<file path="src/rtl/gpio_link.sv">
// gpio_link: half-duplex, word-serial message link between two boards on one clock.
// A send latches message_out, arbitrates for the link with link_req_o, then streams
// WORDS data words plus an XOR checksum word (flagged by link_last_o). The receive
// side rebuilds the message, checks the checksum and publishes it on message_in.
//
// Ports:
//   clock, reset          common clock; synchronous active-high reset
//   send, message_out     one-cycle send request and the message to transmit
//   message_in            last good received message
//   busy                  FSM not idle or a send is pending
//   done                  one-cycle pulse when our frame has been sent
//   received, rx_error    one-cycle pulse: good frame / bad checksum or aborted frame
//   link_*_o, link_*_i    request, word-valid, last-word and data to / from the peer
//   link_data_oe          data bus drive enable (high only while transmitting)
module gpio_link #(
  parameter int unsigned DATA_W = 32,
  parameter int unsigned WORDS  = 4,
  parameter bit          LEADER = 1'b0
) (
  input  logic                     clock,
  input  logic                     reset,
  input  logic                     send,
  input  logic [DATA_W*WORDS-1:0]  message_out,
  output logic [DATA_W*WORDS-1:0]  message_in,
  output logic                     busy,
  output logic                     done,
  output logic                     received,
  output logic                     rx_error,
  output logic                     link_req_o,
  input  logic                     link_req_i,
  output logic                     link_vld_o,
  input  logic                     link_vld_i,
  output logic                     link_last_o,
  input  logic                     link_last_i,
  output logic [DATA_W-1:0]        link_data_o,
  input  logic [DATA_W-1:0]        link_data_i,
  output logic                     link_data_oe
);

  localparam int unsigned MSG_W = DATA_W * WORDS;
  localparam int unsigned CNT_W = $clog2(WORDS + 1);
  localparam logic [CNT_W-1:0] CNT_WORDS = CNT_W'(WORDS);
  localparam logic [CNT_W-1:0] CNT_ONE   = CNT_W'(1);

  typedef enum logic [2:0] {StIdle, StReq, StTx, StRx, StFin} state_e;

  state_e             r_state;
  logic [CNT_W-1:0]   r_cnt;
  logic               r_pending;
  logic               r_rx_end;
  logic [MSG_W-1:0]   r_tx_buf;
  logic [MSG_W-1:0]   r_rx_buf;
  logic [MSG_W-1:0]   r_message_in;
  logic [DATA_W-1:0]  r_xor;
  logic               r_done;
  logic               r_received;
  logic               r_rx_error;
  logic               r_req;
  logic               r_vld;
  logic               r_last;
  logic [DATA_W-1:0]  r_data;
  logic               r_oe;

  logic               w_busy;
  logic               w_accept;
  logic [DATA_W-1:0]  w_tx_word;
  logic [DATA_W-1:0]  w_tx_csum;

  assign w_busy   = (r_state != StIdle) || r_pending;
  assign w_accept = send && !w_busy;

  // Word selected by the counter, and the checksum over the whole TX buffer.
  always_comb begin
    w_tx_word = '0;
    w_tx_csum = '0;
    for (int unsigned i = 0; i < WORDS; i++) begin
      w_tx_csum = w_tx_csum ^ r_tx_buf[i*DATA_W +: DATA_W];
      if (r_cnt == CNT_W'(i)) begin
        w_tx_word = r_tx_buf[i*DATA_W +: DATA_W];
      end
    end
  end

  always_ff @(posedge clock) begin
    if (reset) begin
      r_state      <= StIdle;
      r_cnt        <= '0;
      r_pending    <= 1'b0;
      r_rx_end     <= 1'b0;
      r_tx_buf     <= '0;
      r_rx_buf     <= '0;
      r_message_in <= '0;
      r_xor        <= '0;
      r_done       <= 1'b0;
      r_received   <= 1'b0;
      r_rx_error   <= 1'b0;
      r_req        <= 1'b0;
      r_vld        <= 1'b0;
      r_last       <= 1'b0;
      r_data       <= '0;
      r_oe         <= 1'b0;
    end else begin
      r_done     <= 1'b0;
      r_received <= 1'b0;
      r_rx_error <= 1'b0;

      if (w_accept) begin
        r_tx_buf  <= message_out;
        r_pending <= 1'b1;
      end

      unique case (r_state)
        StIdle: begin
          if (link_req_i) begin
            r_state  <= StRx;
            r_cnt    <= '0;
            r_xor    <= '0;
            r_rx_end <= 1'b0;
          end else if (r_pending || w_accept) begin
            r_state <= StReq;
            r_req   <= 1'b1;
          end
        end

        StReq: begin
          if (link_req_i && !LEADER) begin
            // Yield to the peer; pending stays set so we retry after its frame.
            r_req    <= 1'b0;
            r_state  <= StRx;
            r_cnt    <= '0;
            r_xor    <= '0;
            r_rx_end <= 1'b0;
          end else begin
            // Outputs are registered, so word 0 is launched on the way into TX.
            // From here on the counter holds the number of data words launched.
            r_state <= StTx;
            r_data  <= r_tx_buf[DATA_W-1:0];
            r_vld   <= 1'b1;
            r_oe    <= 1'b1;
            r_cnt   <= CNT_ONE;
          end
        end

        StTx: begin
          if (r_last) begin
            r_state <= StFin;
            r_vld   <= 1'b0;
            r_last  <= 1'b0;
            r_oe    <= 1'b0;
            r_data  <= '0;
            r_req   <= 1'b0;
            r_done  <= 1'b1;
          end else if (r_cnt < CNT_WORDS) begin
            r_data <= w_tx_word;
            r_cnt  <= r_cnt + CNT_ONE;
          end else begin
            r_data <= w_tx_csum;
            r_last <= 1'b1;
          end
        end

        StFin: begin
          r_pending <= 1'b0;
          r_state   <= StIdle;
        end

        StRx: begin
          if (r_rx_end) begin
            // One cycle after the last word: the result pulse is showing now.
            r_rx_end <= 1'b0;
            if (r_pending) begin
              r_state <= StReq;
              r_req   <= 1'b1;
            end else begin
              r_state <= StIdle;
            end
          end else if (link_vld_i) begin
            if (link_last_i) begin
              r_rx_end <= 1'b1;
              // A short frame is rejected even if its checksum happens to match.
              if ((r_cnt == CNT_WORDS) && (link_data_i == r_xor)) begin
                r_message_in <= r_rx_buf;
                r_received   <= 1'b1;
              end else begin
                r_rx_error <= 1'b1;
              end
            end else if (r_cnt == CNT_WORDS) begin
              r_rx_error <= 1'b1;
              r_state    <= StIdle;
            end else begin
              for (int unsigned i = 0; i < WORDS; i++) begin
                if (r_cnt == CNT_W'(i)) begin
                  r_rx_buf[i*DATA_W +: DATA_W] <= link_data_i;
                end
              end
              r_xor <= r_xor ^ link_data_i;
              r_cnt <= r_cnt + CNT_ONE;
            end
          end else if (!link_req_i) begin
            r_rx_error <= 1'b1;
            r_state    <= StIdle;
          end
        end

        default: r_state <= StIdle;
      endcase
    end
  end

  assign message_in   = r_message_in;
  assign busy         = w_busy;
  assign done         = r_done;
  assign received     = r_received;
  assign rx_error     = r_rx_error;
  assign link_req_o   = r_req;
  assign link_vld_o   = r_vld;
  assign link_last_o  = r_last;
  assign link_data_o  = r_data;
  assign link_data_oe = r_oe;

endmodule

</file>
<file path="config.mk">
export PLATFORM = sky130hd
export DESIGN_NAME = gpio_link
export DESIGN_NICKNAME = d
export VERILOG_FILES = /design/src/rtl/gpio_link.sv
export SDC_FILE = /design/constraint.sdc
export NUM_CORES = 1
export LEC_CHECK = 0
export ABC_AREA = 1
export BUFFER_PORTS_ARGS = -buffer_cell sky130_fd_sc_hd__buf_2
export CAP_MARGIN = 15
export CELL_PAD_IN_SITES_DETAIL_PLACEMENT = 2
export CELL_PAD_IN_SITES_GLOBAL_PLACEMENT = 2
export CORE_MARGIN = 10
export CORE_UTILIZATION = 35
export CTS_BUF_LIST = sky130_fd_sc_hd__clkbuf_4 sky130_fd_sc_hd__clkbuf_8
export DETAILED_ROUTE_END_ITERATION = 6
export MAX_ROUTING_LAYER = met4
export PLACE_DENSITY = 0.87
export SETUP_SLACK_MARGIN = 0.05
export SYNTH_ARGS = -nofsm -noshare
export SYNTH_HDL_FRONTEND = slang
export SYNTH_SLANG_ARGS = --single-unit
export TNS_END_PERCENT = 5
</file>
<file path="constraint.sdc">
create_clock -name clock -period 4.9 [get_ports clock]
set_clock_uncertainty 0.1 [all_clocks]
set_input_delay 0.98 -clock clock [delete_from_list [all_inputs] [get_ports clock]]
set_output_delay 0.98 -clock clock [all_outputs]
set_load 0.02 [all_outputs]
</file>
==> reports/results.ini, run 1 <==
[final_layout]
fillers = 6609
area_delta_synth_final_pct = 19.2
final_common_cell = o21ai_0
nets = 3232
final_cell_mix = o21ai_0, dfxtp_1, inv_1, a21oi_1, nand2_1
drive_gt1_share_pct = 17.0

[die]
row_count = 87
dieArea_sq_um = 67100
pin_count = 334
start_util_pct = 35.4
core_sq_um = 56500
chipWidth_um = 259
dieHeight_um = 259

[run]
drv_cap = 0

[worst_setup_path]
regToRegSetupSlack_ns = 1.57
r2r_start = r_cnt[2]
regToRegEndpoint = link_data_o[5]
cp.required_ns = 5.40
arrival_ns = 3.83
worstSetupPathType = flop to flop
worst_setup_path_start_kind = flop
end_kind = flop
rr_worst_depth = 9
cp_max_fo = 35

[clock_network]
cts_buffer_depth = 3
clock_latency_ns = 0.70
clock-root-buffer = clkbuf_8
post-cts-setup-buffers = 0
htree_levels = 3
cts_made_buffers = 84
cts_tree = done
clkSinkCount = 462
cts_resized = 0
path_clk_slew_ns = 0.06
cts_hold_buf = 0

[placed_design]
portBuffers = 333
place_congestion = 0.832
hpwl_mm = 55.3

[sta]
worst_pin_slew_ns = 1.19
whs_ns = 0.351
fmax_ghz = 0.300
slew_headroom_pct = 20.4
finalSetupViolCount = 0
min_period_ns = 3.33
rsz0062_at_grt = no
post-route-period-util_pct = 67.9
final-hold-violation-count = 0
setup_tns_ns = 0
final_max_slew_viol_count = 0

[min_path]
hp-class = flop to flop
holdCritStartpoint = r_rx_buf[2]
min_to = r_rx_buf[2]
hold_depth = 2

[power_and_ir_drop]
p_leak_nw = 11.2
powerDensity_nw_per_um2 = 506
vdd_ir_drop_max_uv = 308

[synthesis]
synth.avg_cell_area_sq_um = 7.14
synth_nets = 2968
postSynthCellCount = 2797
ys_top_cells_by_area = dfxtp_1, o21ai_0, a21oi_1, inv_1, nand2_1
synth_warnings = 0
synth_top_area_cell = dfxtp_1
yosysUniqueCellTypes = 33
yosysSeqAreaShare_pct = 46.3
synth-seq-cells = 462
synth.top_cell.area_share_pct = 46.3
synth_area_sq_um = 20000

[global_route]
first_global_vias = 22900
grt_pass1_wl_mm = 132
grtUsageMet1_pct = 26.8
grt_use_met3_pct = 5.15
grtUsageMet2_pct = 45.5
grt.busiest_layer = met2
grt-ovfl-total = 0
antenna_found_initial = 10
grt_max_degree = 192
grt.total_usage_pct = 25.6

[detailed_routing]
drtAntennaViolNets = 0
drc = 0
wl_mm = 85.5
dr.first_iter.drc_count = 987
vias = 20300
drt-pass1-iter-count = 5
avgRoutedWirePerCell_um = 22.0
via_per_inst = 5.23

[run_status]
status = finished, final reports clean

## registers in the layout (all words and copies together) (netlist names)
register      flops
link_last_o       1
r_xor            32
r_pending         1
r_tx_buf        128
done              1
r_rx_end          1
r_cnt             3
message_in      128
link_req_o        1
link_data_oe      1
r_state           3
r_rx_buf        128
rx_error          1
link_data_o      32
received          1
## stage by stage
stage               area (sq um)  power, mW  setup WS, ns  utilization [%]  std cells
floorplan                  20000       6.89          2.54                -       2797
global placement           22100       7.88          1.63             39.1       3730
detailed placement         22100       8.17          1.47             39.1       3730
CTS                        23800       12.1          1.54             42.1       3870
global route               23800       12.8          1.37             42.2       3878
finish                     23800       12.1          1.57             42.2       3881
## per-layer routing
layer  routed length (um)  share of wire, %
met4                 3820               4.5
met2                44100                52
met5                    0                 0
met1                33500                39
met3                 4090               4.8
## synth_stat cells
cell type / count
o211ai_1: 1
buf_2: 26
o21ai_1: 14
a311oi_1: 1
and2_1: 1
xor2_1: 45
a31oi_1: 34
ha_1: 5
nor3_4: 1
inv_2: 10
nor2_1: 333
dfxtp_1: 462
a21oi_2: 1
xnor2_1: 45
nor3_1: 2
inv_1: 386
nand3_1: 44
a21oi_1: 359
buf_1: 6
buf_6: 13
a211oi_1: 4
nor2_2: 2
nand4_2: 1
nand2_4: 1
o21ai_0: 499
clkbuf_1: 136
nand3_2: 1
nor2_4: 2
inv_4: 1
nand2_2: 1
nand4_1: 5
buf_4: 2
nand2_1: 353
## area by class of cell
| type | instances | area [sq um] | share of cell area [%] |
|---|---|---|---|
| well taps | 756 | 946 | 3.97 |
| multi-input cells | 1755 | 8470 | 35.5 |
| diodes | 10 | 25.0 | 0.105 |
| clock inverters | 10 | 98.8 | 0.415 |
| repair buffers | 361 | 1930 | 8.09 |
| clock buffers | 130 | 1610 | 6.77 |
| inverters | 397 | 1500 | 6.30 |
| flip-flops and latches | 462 | 9250 | 38.8 |
## worst max-delay path by stage
stage | end | cells past startpoint | slack [ns] | start
global route | link_data_o[5] | 9 | 1.37 | r_cnt[2]
detailed placement | message_in[57] | 13 | 1.47 | link_data_i[11]
global placement | message_in[85] | 13 | 1.63 | link_data_i[1]
floorplan | r_rx_buf[119] | 11 | 2.54 | r_cnt[2]
CTS | link_data_o[5] | 9 | 1.54 | r_cnt[2]
finish | link_data_o[5] | 9 | 1.57 | r_cnt[2]
## power breakdown
part	switching (mW)	internal, mW	total, mW
Combinational	2.38	1.03	3.41
Clock	1.74	2.10	3.84
Sequential	0.522	4.28	4.81
Total	4.64	7.41	12.1
## logic make-up (layout without fill, tap and decap cells)
| logic type | after synthesis | after routing | synth area share [%] |
|---|---|---|---|
| AOI/OAI and AO/OA | 913 | 913 | 23.2 |
| and+or+nand+nor | 747 | 747 | 14.7 |
| buffers and inverters | 580 | 898 | 11.6 |
| DFF | 462 | 462 | 46.3 |
| xor gates and xnor gates | 90 | 90 | 3.94 |
| adders and majority gates | 5 | 5 | 0.313 |
| other | 0 | 10 | 0 |
## critical path, cell delays in order (launching register included)
cell and delay [ns]:
dfxtp_2 1.02, inv_1 0.16, ha_1 0.25, buf_4 0.28
inv_1 0.18, buf_4 0.46, o21ai_0 0.21, o21ai_0 0.25
nand3_1 0.13, a21oi_1 0.20
Note: power is estimated with default switching activity, not from simulation.
==> run 2: changes to the inputs <==
--- a/config.mk
+++ b/config.mk
@@ -11,11 +11,11 @@
 export CELL_PAD_IN_SITES_DETAIL_PLACEMENT = 2
 export CELL_PAD_IN_SITES_GLOBAL_PLACEMENT = 2
 export CORE_MARGIN = 10
-export CORE_UTILIZATION = 35
+export CORE_UTILIZATION = 29
 export CTS_BUF_LIST = sky130_fd_sc_hd__clkbuf_4 sky130_fd_sc_hd__clkbuf_8
 export DETAILED_ROUTE_END_ITERATION = 6
 export MAX_ROUTING_LAYER = met4
-export PLACE_DENSITY = 0.87
+export PLACE_DENSITY = 0.77
 export SETUP_SLACK_MARGIN = 0.05
 export SYNTH_ARGS = -nofsm -noshare
 export SYNTH_HDL_FRONTEND = slang
==> constraint.sdc (replaced) <==
create_clock -name clock -period 2.9 [get_ports clock]
set_clock_uncertainty 0.1 [all_clocks]
set_input_delay 0.58 -clock clock [delete_from_list [all_inputs] [get_ports clock]]
set_output_delay 0.58 -clock clock [all_outputs]
set_load 0.02 [all_outputs]
==> run 2 against run 1 <==
Effect of this change:
- die area rose by 19%
- sequential share of layout area fell by 1.0 points
- non-clock buffer count rose by 28
- flip-flop and latch count did not move
- clock-buffer cell count rose by 10
- critical endpoint is now busy
- first-iteration DRC count fell by 2.8%
- largest power group unchanged
==> reports/results.ini, run 2 (same netlist as run 1, synthesis figures left out) <==
[clock_network]
cts_buffer_depth = 3  ; unchanged
cts_made_buffers = 88  ; was 84
cts_tree = done  ; unchanged
post-cts-setup-buffers = 0  ; unchanged
cts_resized = 0  ; unchanged
clock-root-buffer = clkbuf_8  ; unchanged
clkSinkCount = 462  ; unchanged
cts_hold_buf = 0  ; unchanged
path_clk_slew_ns = 0.06  ; about the same
clock_latency_ns = 0.67  ; was 0.70 ns
htree_levels = 3  ; unchanged

[run_status]
status = finished, final reports clean  ; unchanged

[die]
pin_count = 334  ; unchanged
dieArea_sq_um = 79800  ; was 67,100 sq um
row_count = 96  ; was 87
core_sq_um = 68500  ; was 56,500 sq um
dieHeight_um = 283  ; was 259 um
chipWidth_um = 283  ; was 259 um
start_util_pct = 29.2  ; was 35.4%

[sta]
min_period_ns = 2.59
post-route-period-util_pct = 89.3
fmax_ghz = 0.386
rsz0062_at_grt = no  ; unchanged
final-hold-violation-count = 0  ; unchanged
final_max_slew_viol_count = 0  ; unchanged
finalSetupViolCount = 0  ; unchanged
slew_headroom_pct = 53.5  ; was 20.4%
setup_tns_ns = 0  ; unchanged
worst_pin_slew_ns = 0.698  ; was 1.19 ns

[global_route]
grt_pass1_wl_mm = 127  ; was 132 mm
grt_max_degree = 132  ; was 192
first_global_vias = 21900  ; was 22,900
antenna_found_initial = 9  ; was 10
grt-ovfl-total = 0  ; unchanged
grt.total_usage_pct = 20.9  ; was 25.6%

[detailed_routing]
drc = 0  ; unchanged
drtAntennaViolNets = 0  ; unchanged
wl_mm = 82.9  ; was 85.5 mm
drt-pass1-iter-count = 5  ; unchanged
vias = 19900  ; was 20,300
dr.first_iter.drc_count = 959  ; was 987
via_per_inst = 4.93  ; was 5.23
avgRoutedWirePerCell_um = 20.5  ; was 22.0 um

[power_and_ir_drop]
p_sw_share_pct = 37.5  ; was 38.5%
powerDensity_nw_per_um2 = 846  ; was 506 nW/um^2
vdd_ir_drop_max_uv = 404  ; was 308 uV
p_leak_nw = 11.5  ; was 11.2 nW
p_sw_mw = 7.77  ; was 4.64 mW
power.share.clock_pct = 32.8  ; was 31.8%
pwr-share-seq_pct = 38.9  ; was 39.9%
power_frac_comb_pct = 28.3  ; about the same
p_int_mw = 12.9  ; was 7.41 mW

[placed_design]
post_dp_cell_area_sq_um = 22600  ; was 22,100 sq um
placed_cells = 3885  ; was 3,730
place_congestion = 0.834  ; was 0.832
portBuffers = 333  ; unchanged
hpwl_mm = 57.7  ; was 55.3 mm

[min_path]
hp-class = primary input to flop  ; was flop to flop

[worst_setup_path]
arrival_ns = 1.91  ; was 3.83 ns
worstSetupPathType = flop to output pin  ; was flop to flop
cp_max_fo = 5  ; was 35
cp.required_ns = 2.22  ; was 5.40 ns
regToRegSetupSlack_ns = 0.34  ; was 1.57 ns
end_kind = output pin  ; was flop
worst_setup_path_start_kind = flop  ; unchanged

[run]
drv_cap = 0  ; unchanged

[final_layout]
final_cell_mix = o21ai_0, dfxtp_1, inv_1, a21oi_1, nand2_1  ; unchanged
final_area_sq_um = 24500  ; was 23,800 sq um
final_cells = 4046  ; was 3,881
area_delta_synth_final_pct = 22.5  ; was 19.2%
drive_gt1_share_pct = 18.1  ; was 17.0%
nets = 3264  ; was 3,232
final_common_cell = o21ai_0  ; unchanged

-- run 2: cell types whose count changed in the layout (fill, tap and decap cells not counted), sizes merged --
cell and change:
clkinv +4, clkbuf +10, diode -2, bufinv +1, buf +28, clkinvlp +2
inv -4
-- run 2: worst max-delay path, cell delays in order (launching register included) --
cell	delay, ns
dfxtp_1	0.38
nor2_1	0.22
nand2_1	0.13
inv_1	0.18
nand2_1	0.15
buf_2	0.19
-- run 2: area by class of cell --
type / instances / area, sq um
tap: 882 / 1100
inverter: 397 / 1500
sequential: 462 / 9250
clock inverter: 13 / 111
timing repair buffer: 389 / 2290
multi-input combinational: 1755 / 8470
fill: 8097 / 44000
clock buffer: 140 / 1730
antenna: 8 / 20.0
-- run 2: power by group through the flow --
| stage | Combinational (mW) | Clock, mW | Sequential, mW |
|---|---|---|---|
| floorplan | 3.49 | 0 | 8.16 |
| global placement | 5.50 | 0 | 8.10 |
| detailed placement | 5.82 | 0 | 8.16 |
| CTS | 5.91 | 7.02 | 8.04 |
| global route | 6.58 | 7.30 | 8.15 |
| finish | 5.86 | 6.80 | 8.05 |
-- run 2: metal layers --
layer / wire (um) / vias up / GRT usage [%]
met5: 0 / - / -
met4: 2760 / 0 / 7.34
met3: 3670 / 163 / 4.21
met2: 42300 / 400 / 37.1
met1: 34200 / 9859 / 22.9
li1: - / 9527 / -
-- run 2: final timing paths --
path                         start              end  depth (start not counted)
setup / recovery        r_state[2]             busy                          5
hold / removal    message_out[100]    r_tx_buf[100]                          3
setup reg to reg          r_cnt[2]  link_data_o[12]                          8
hold reg to reg        r_rx_buf[9]      r_rx_buf[9]                          2
-- run 2: per-stage QoR --
stage               hold WS (ns)  util, %  power [mW]  worst slack (ns)
floorplan                  0.324        -        11.6             0.541
global placement           0.333     33.0        13.6             0.175
detailed placement         0.341     33.0        14.0            0.0358
CTS                       0.0271     35.7        21.0             0.239
global route              0.0551     35.7        22.0             0.133
finish                    0.0917     35.7        20.7             0.311
